<file path="config.mk">
export PLATFORM = sky130hd
export DESIGN_NAME = nonce_uart_tx
export DESIGN_NICKNAME = d
export VERILOG_FILES = /design/src/rtl/nonce_uart_tx_pkg.sv /design/src/rtl/uart_tx_byte.sv /design/src/rtl/nonce_uart_tx.sv
export SDC_FILE = /design/constraint.sdc
export NUM_CORES = 1
export LEC_CHECK = 0
export CORE_MARGIN = 5
export CORE_UTILIZATION = 35
export CTS_CLUSTER_SIZE = 25
export DETAILED_ROUTE_END_ITERATION = 12
export DONT_BUFFER_PORTS = 1
export PLACE_DENSITY = 0.45
export SYNTH_ARGS = -nofsm -noshare
export SYNTH_HDL_FRONTEND = slang
export SYNTH_SLANG_ARGS = --single-unit
</file>
<file path="constraint.sdc">
create_clock -name clock -period 3.8 [get_ports clock]
set_clock_uncertainty 0.15 [all_clocks]
set_input_delay 0.57 -clock clock [delete_from_list [all_inputs] [get_ports clock]]
set_output_delay 0.57 -clock clock [all_outputs]
set_load 0.1 [all_outputs]
</file>
<file path="src/rtl/nonce_uart_tx_pkg.sv">
// Shared definitions for the nonce UART transmit path.
//
// Contents:
//   DEFAULT_CLKS_PER_BIT - baud divider for 100 MHz / 115200
//   DATA_BITS, STOP_BITS - 8N1 frame shape
//   tx_state_e           - byte transmitter states (IDLE, START, DATA, STOP)
//   word_state_e         - word sequencer states (IDLE, SEND)
//   cnt_width()          - counter width helper that never returns zero
package nonce_uart_tx_pkg;

    localparam int DEFAULT_CLKS_PER_BIT = 868;
    localparam int DATA_BITS            = 8;
    localparam int STOP_BITS            = 1;

    typedef enum logic [1:0] {
        ST_IDLE  = 2'd0,
        ST_START = 2'd1,
        ST_DATA  = 2'd2,
        ST_STOP  = 2'd3
    } tx_state_e;

    typedef enum logic {
        WORD_IDLE = 1'b0,
        WORD_SEND = 1'b1
    } word_state_e;

    // Width of a counter running 0..range-1; a range of 1 still gets one bit.
    function automatic int cnt_width(input int range);
        return (range > 1) ? $clog2(range) : 1;
    endfunction

endpackage

</file>
<file path="src/rtl/uart_tx_byte.sv">
// Single-byte 8N1 UART transmitter.
//
// Ports:
//   clock      - system clock, rising edge
//   reset      - asynchronous, active-low reset
//   byte_in    - byte to send, sampled when byte_valid && byte_ready
//   byte_valid - byte_in is valid
//   byte_ready - transmitter can take a byte: in IDLE, and also in the last
//                cycle of the stop bit so bytes can be chained with no gap
//   txd        - registered serial output, idles high
module uart_tx_byte
    import nonce_uart_tx_pkg::*;
#(
    parameter int CLKS_PER_BIT = DEFAULT_CLKS_PER_BIT
) (
    input  logic                 clock,
    input  logic                 reset,
    input  logic [DATA_BITS-1:0] byte_in,
    input  logic                 byte_valid,
    output logic                 byte_ready,
    output logic                 txd
);

    localparam int BAUD_W = cnt_width(CLKS_PER_BIT);
    localparam int BIT_W  = cnt_width(DATA_BITS);

    localparam logic [BAUD_W-1:0] BAUD_LAST = BAUD_W'(CLKS_PER_BIT - 1);
    localparam logic [BIT_W-1:0]  DATA_LAST = BIT_W'(DATA_BITS - 1);
    localparam logic [BIT_W-1:0]  STOP_LAST = BIT_W'(STOP_BITS - 1);

    tx_state_e              state_q, state_d;
    logic [BAUD_W-1:0]      baud_cnt_q, baud_cnt_d;
    logic [BIT_W-1:0]       bit_cnt_q, bit_cnt_d;
    logic [DATA_BITS-1:0]   shift_q, shift_d;
    logic                   txd_q, txd_d;

    logic baud_wrap;
    logic stop_end;
    logic accept;

    // A bit ends on the cycle the baud counter wraps.
    assign baud_wrap  = (baud_cnt_q == BAUD_LAST);
    assign stop_end   = (state_q == ST_STOP) && baud_wrap && (bit_cnt_q == STOP_LAST);
    assign byte_ready = (state_q == ST_IDLE) || stop_end;
    assign accept     = byte_valid && byte_ready;
    assign txd        = txd_q;

    always_ff @(posedge clock or negedge reset) begin
        if (!reset) begin
            state_q    <= ST_IDLE;
            baud_cnt_q <= '0;
            bit_cnt_q  <= '0;
            shift_q    <= '0;
            txd_q      <= 1'b1;
        end else begin
            state_q    <= state_d;
            baud_cnt_q <= baud_cnt_d;
            bit_cnt_q  <= bit_cnt_d;
            shift_q    <= shift_d;
            txd_q      <= txd_d;
        end
    end

    always_comb begin
        state_d    = state_q;
        baud_cnt_d = baud_cnt_q;
        bit_cnt_d  = bit_cnt_q;
        shift_d    = shift_q;
        txd_d      = 1'b1;

        if (state_q != ST_IDLE) begin
            baud_cnt_d = baud_wrap ? '0 : baud_cnt_q + BAUD_W'(1);
        end

        case (state_q)
            ST_IDLE: begin
                if (accept) begin
                    state_d    = ST_START;
                    shift_d    = byte_in;
                    baud_cnt_d = '0;
                end
            end
            ST_START: begin
                if (baud_wrap) begin
                    state_d   = ST_DATA;
                    bit_cnt_d = '0;
                end
            end
            ST_DATA: begin
                if (baud_wrap) begin
                    if (bit_cnt_q == DATA_LAST) begin
                        state_d   = ST_STOP;
                        bit_cnt_d = '0;
                    end else begin
                        bit_cnt_d = bit_cnt_q + BIT_W'(1);
                        shift_d   = shift_q >> 1;
                    end
                end
            end
            ST_STOP: begin
                if (baud_wrap) begin
                    if (bit_cnt_q != STOP_LAST) begin
                        bit_cnt_d = bit_cnt_q + BIT_W'(1);
                    end else if (accept) begin
                        // Chain straight into the next start bit.
                        state_d = ST_START;
                        shift_d = byte_in;
                    end else begin
                        state_d = ST_IDLE;
                    end
                end
            end
            default: state_d = ST_IDLE;
        endcase

        // txd follows the state being entered so the line is registered.
        case (state_d)
            ST_START: txd_d = 1'b0;
            ST_DATA:  txd_d = shift_d[0];
            default:  txd_d = 1'b1;
        endcase
    end

endmodule

</file>
<file path="src/rtl/nonce_uart_tx.sv">
// Sends a result word (normally a found nonce) as WORD_BYTES back-to-back
// 8N1 UART frames, most significant byte first.
//
// Ports:
//   clock      - system clock, rising edge
//   reset      - asynchronous, active-low reset
//   word_in    - word to send, sampled only when word_valid && word_ready
//   word_valid - word_in is valid
//   word_ready - high only while idle
//   txd        - UART serial output, idles high
//   busy       - high from acceptance until the last stop bit completes
//   done       - one-cycle pulse in the first idle cycle after a word
module nonce_uart_tx
    import nonce_uart_tx_pkg::*;
#(
    parameter int CLKS_PER_BIT = DEFAULT_CLKS_PER_BIT,
    parameter int WORD_BYTES   = 4
) (
    input  logic                            clock,
    input  logic                            reset,
    input  logic [DATA_BITS*WORD_BYTES-1:0] word_in,
    input  logic                            word_valid,
    output logic                            word_ready,
    output logic                            txd,
    output logic                            busy,
    output logic                            done
);

    localparam int WORD_W = DATA_BITS * WORD_BYTES;
    localparam int CNT_W  = cnt_width(WORD_BYTES);

    localparam logic [CNT_W-1:0] BYTE_LAST = CNT_W'(WORD_BYTES - 1);

    word_state_e          state_q, state_d;
    logic [WORD_W-1:0]    word_q, word_d;
    logic [CNT_W-1:0]     byte_cnt_q, byte_cnt_d;
    logic                 done_q, done_d;

    logic                 byte_valid;
    logic                 byte_ready;
    logic [DATA_BITS-1:0] byte_data;
    logic                 more_bytes;

    // byte_cnt_q indexes the byte currently on the line.
    assign more_bytes = (byte_cnt_q != BYTE_LAST);
    assign busy       = (state_q == WORD_SEND);
    assign done       = done_q;

    uart_tx_byte #(
        .CLKS_PER_BIT(CLKS_PER_BIT)
    ) u_tx_byte (
        .clock     (clock),
        .reset     (reset),
        .byte_in   (byte_data),
        .byte_valid(byte_valid),
        .byte_ready(byte_ready),
        .txd       (txd)
    );

    always_ff @(posedge clock or negedge reset) begin
        if (!reset) begin
            state_q    <= WORD_IDLE;
            word_q     <= '0;
            byte_cnt_q <= '0;
            done_q     <= 1'b0;
        end else begin
            state_q    <= state_d;
            word_q     <= word_d;
            byte_cnt_q <= byte_cnt_d;
            done_q     <= done_d;
        end
    end

    always_comb begin
        state_d    = state_q;
        word_d     = word_q;
        byte_cnt_d = byte_cnt_q;
        done_d     = 1'b0;
        word_ready = (state_q == WORD_IDLE);
        byte_valid = 1'b0;
        byte_data  = word_q[WORD_W-1 -: DATA_BITS];

        case (state_q)
            WORD_IDLE: begin
                // The first byte goes straight from word_in to the byte
                // transmitter so its start bit begins the next cycle.
                byte_valid = word_valid;
                byte_data  = word_in[WORD_W-1 -: DATA_BITS];
                if (word_valid && byte_ready) begin
                    state_d    = WORD_SEND;
                    word_d     = word_in << DATA_BITS;
                    byte_cnt_d = '0;
                end
            end
            WORD_SEND: begin
                // byte_ready here is the last stop-bit cycle of the current byte.
                byte_valid = more_bytes;
                if (byte_ready) begin
                    if (more_bytes) begin
                        word_d     = word_q << DATA_BITS;
                        byte_cnt_d = byte_cnt_q + CNT_W'(1);
                    end else begin
                        state_d    = WORD_IDLE;
                        byte_cnt_d = '0;
                        done_d     = 1'b1;
                    end
                end
            end
            default: state_d = WORD_IDLE;
        endcase
    end

endmodule

</file>
==> impl_metrics.tcl <==
set metrics [dict create \
    drv_slew 0 \
    fin_crit_ps 2740 \
    hold_start "word_in[5]" \
    ys_warn_count 0 \
    cts_sinks 52 \
    dr_total_vias 2054 \
    maxCapViolCount 0 \
    nets 340 \
    period_share_pct 72.1 \
    finalWirelength_um 6250 \
    synthCells 296 \
    root_buffer "clkbuf_8" \
    min_path_cells 2 \
    clkLatencyLatePin_ps 320 \
    status "finished clean" \
    syn_area_per_cell_um2 9.73 \
    wire_per_inst_um 15.6 \
    pwr-share-clk_pct 37.0 \
    grt_pass1_vias 2020 \
    dieWidth_um 101 \
    drt-initial-drc-count 90 \
    cp_num_buf_inv 0 \
    timing.rr.end "u_tx_byte.shift_q[7]" \
    antenna_found_initial 0 \
    post-route-drc-count 0 \
    rsz0062_at_grt "no" \
    cts_setup_buffers 0 \
    slowest_delay_ps 660 \
    worstPathCellList "or4b_4, or4_1, o21ai_4, o211ai_4, o31ai_2, a22o_1" \
    ant_nets 0 \
    intPower_mw 0.699 \
    worstSetupPathType "flop to flop" \
    syn_nets 341 \
    first_pass_iters 4 \
    endpoint_kind "flop" \
    cp.arrival_ps 2840 \
    synth_area_um2 2880 \
    fill_cells 802 \
    synth_edf_count 0 \
    mostFrequentLayoutCells "51 x nand2_1, 50 x dfrtp_1, 29 x mux2i_1" \
    placed_cells 391 \
    multiInputGateArea_um2 1470 \
    peakVddDrop_uv 142 \
    cts_hold_buffers 2 \
    total_power_mw 0.928 \
    rows 33 \
    cp_max_fo 14 \
    layout_commonest_cell "nand2_1" \
    async_flop_share_pct 100 \
    cts.repair.resized 0 \
    dp_hpwl_um 4340 \
    power.share.sequential_pct 59.6 \
    cts_inserted_buffers 5 \
    drive_above_1_share_pct 10.1 \
    min_to "word_q[13]" \
    final_area_um2 3120 \
    portBuffers 0 \
    cpMaxStageDelayCell "or4_1" \
    cp_top_family "simple AND/OR/NAND/NOR gates" \
    r2r_start "u_tx_byte.baud_cnt_q[7]" \
    core_area_um2 8130 \
    worstPathRequired_ps 3900 \
    vias_per_cell 5.12 \
    ys_seq_area_share_pct 45.2 \
    cts_max_level 2 \
    finalSetupTns_ps 0 \
    grt_max_degree 53 \
    critPathLaunchType "flop" \
    placed_cell_area_um2 2980 \
    p_switching_mw 0.229 \
    combPwrFrac_pct 3.4 \
    power_density_nw_per_um2 298 \
    power_leakage_nw 1.31 \
    cts_tree "yes" \
    gp_congestion 0.771 \
    ys_ff_latch 52 \
    stdcell_count 401 \
    synth_cell_type_count 45 \
    die_area_um2 10100 \
    grt_use_total_pct 13.0 \
    switching_share_pct 24.7 \
    io_pins 39 \
    grt_overflow 0 \
    tightest_slew_ps 876 \
    initial_core_util_pct 35.4 \
    grt_pass1_wl_um 10500 \
    hold_viol 0 \
    syn2layout_area_growth_pct 8.21 \
    synthFlopType "dfrtp_1" \
    hp-class "primary input to flop" \
    diodes 0 \
    slew_headroom_pct 41.3 \
    clockBufferDepth 2 \
    die-height_um 101 \
    setup_violations 0 \
    hold_ws_ps 217 \
    clkTransAtPathRegs_ps 120 \
    critical_path_depth 6 \
    reg2reg_depth 6 \
    clock.fmax_mhz 365 \
    r2r_setup_slack_ps 1060 \
    ff_latch_area_um2 1300 \
]
==> synthesized netlist by cell type (all sizes together) (7+ instances only) <==
library cell	number	area, um^2
inv	10	37.5
a21oi	13	65.1
o21ai	34	181
o31ai	9	92.6
nor2	21	78.8
nand2	51	191
dfrtp	51	1280
a211oi	7	52.6
mux2i	29	290
ha	10	125
clkbuf	9	33.8
==> registers in the layout (all words and copies together), names as in the netlist <==
register / flops
byte_cnt_q: 2
u_tx_byte.shift_q: 8
busy: 1
u_tx_byte.txd: 1
done: 1
u_tx_byte.bit_cnt_q: 3
u_tx_byte.state_q: 2
word_q: 24
u_tx_byte.baud_cnt_q: 10
==> layer usage <==
metal | wire length [um] | share of wire [%] | track usage (%) | vias up
li1 | - | - | - | 1042
met1 | 3130 | 50 | 18.1 | 970
met2 | 2730 | 44 | 19.9 | 38
met3 | 337 | 5.4 | 3.60 | 4
met4 | 48 | 0.77 | 3.21 | 0
met5 | 0 | 0 | 0 | -
==> worst register-to-register path, delay by kind of cell, from the launching register on <==
family | cells | cell delay (ps)
simple gates | 2 | 1270
compound gates | 4 | 840
flops | 1 | 430
==> cells by family after synthesis <==
logic type / Yosys count / synth area share (%)
xor+xnor: 7 / 2.13
buf+inv: 25 / 3.61
compound gates: 75 / 17.6
simple gates: 97 / 16.6
mux: 30 / 10.5
flops: 52 / 45.2
fa+ha+maj: 10 / 4.35
==> worst max-delay path by stage <==
stage                                  from              endpoint  slack [ps]
global route        u_tx_byte.baud_cnt_q[0]  u_tx_byte.shift_q[2]         940
CTS                 u_tx_byte.baud_cnt_q[7]  u_tx_byte.shift_q[7]        1060
floorplan                              busy            word_q[23]        1070
finish              u_tx_byte.baud_cnt_q[7]  u_tx_byte.shift_q[7]        1060
detailed placement  u_tx_byte.baud_cnt_q[7]  u_tx_byte.shift_q[7]        1080
global placement    u_tx_byte.baud_cnt_q[7]  u_tx_byte.shift_q[7]        1150
==> final cells by class <==
type / count / share of cell area, %
multi-input combinational: 219 / 47.3
tap: 105 / 4.22
clock buffer: 5 / 2.21
sequential: 52 / 41.8
clock inverter: 3 / 0.843
timing repair buffer: 7 / 2.41
inverter: 10 / 1.20
==> power by group through the flow <==
| stage | Combinational [mW] | Clock (mW) | Sequential (mW) |
|---|---|---|---|
| after global placement | 0.0170 | 0 | 0.564 |
| after global routing | 0.0372 | 0.377 | 0.553 |
| after detailed placement | 0.0171 | 0 | 0.564 |
| after floorplan | 0.0133 | 0 | 0.564 |
| after CTS | 0.0340 | 0.360 | 0.553 |
| final | 0.0318 | 0.344 | 0.553 |
==> metrics by stage <==
| step | worst slack (ps) | utilization (%) |
|---|---|---|
| floorplan | 1070 | - |
| global placement | 1150 | 36.7 |
| detailed placement | 1080 | 36.7 |
| CTS | 1060 | 38.3 |
| global route | 939 | 38.3 |
| finish | 1060 | 38.3 |
No activity file was read; power rests on OpenSTA's default activity.
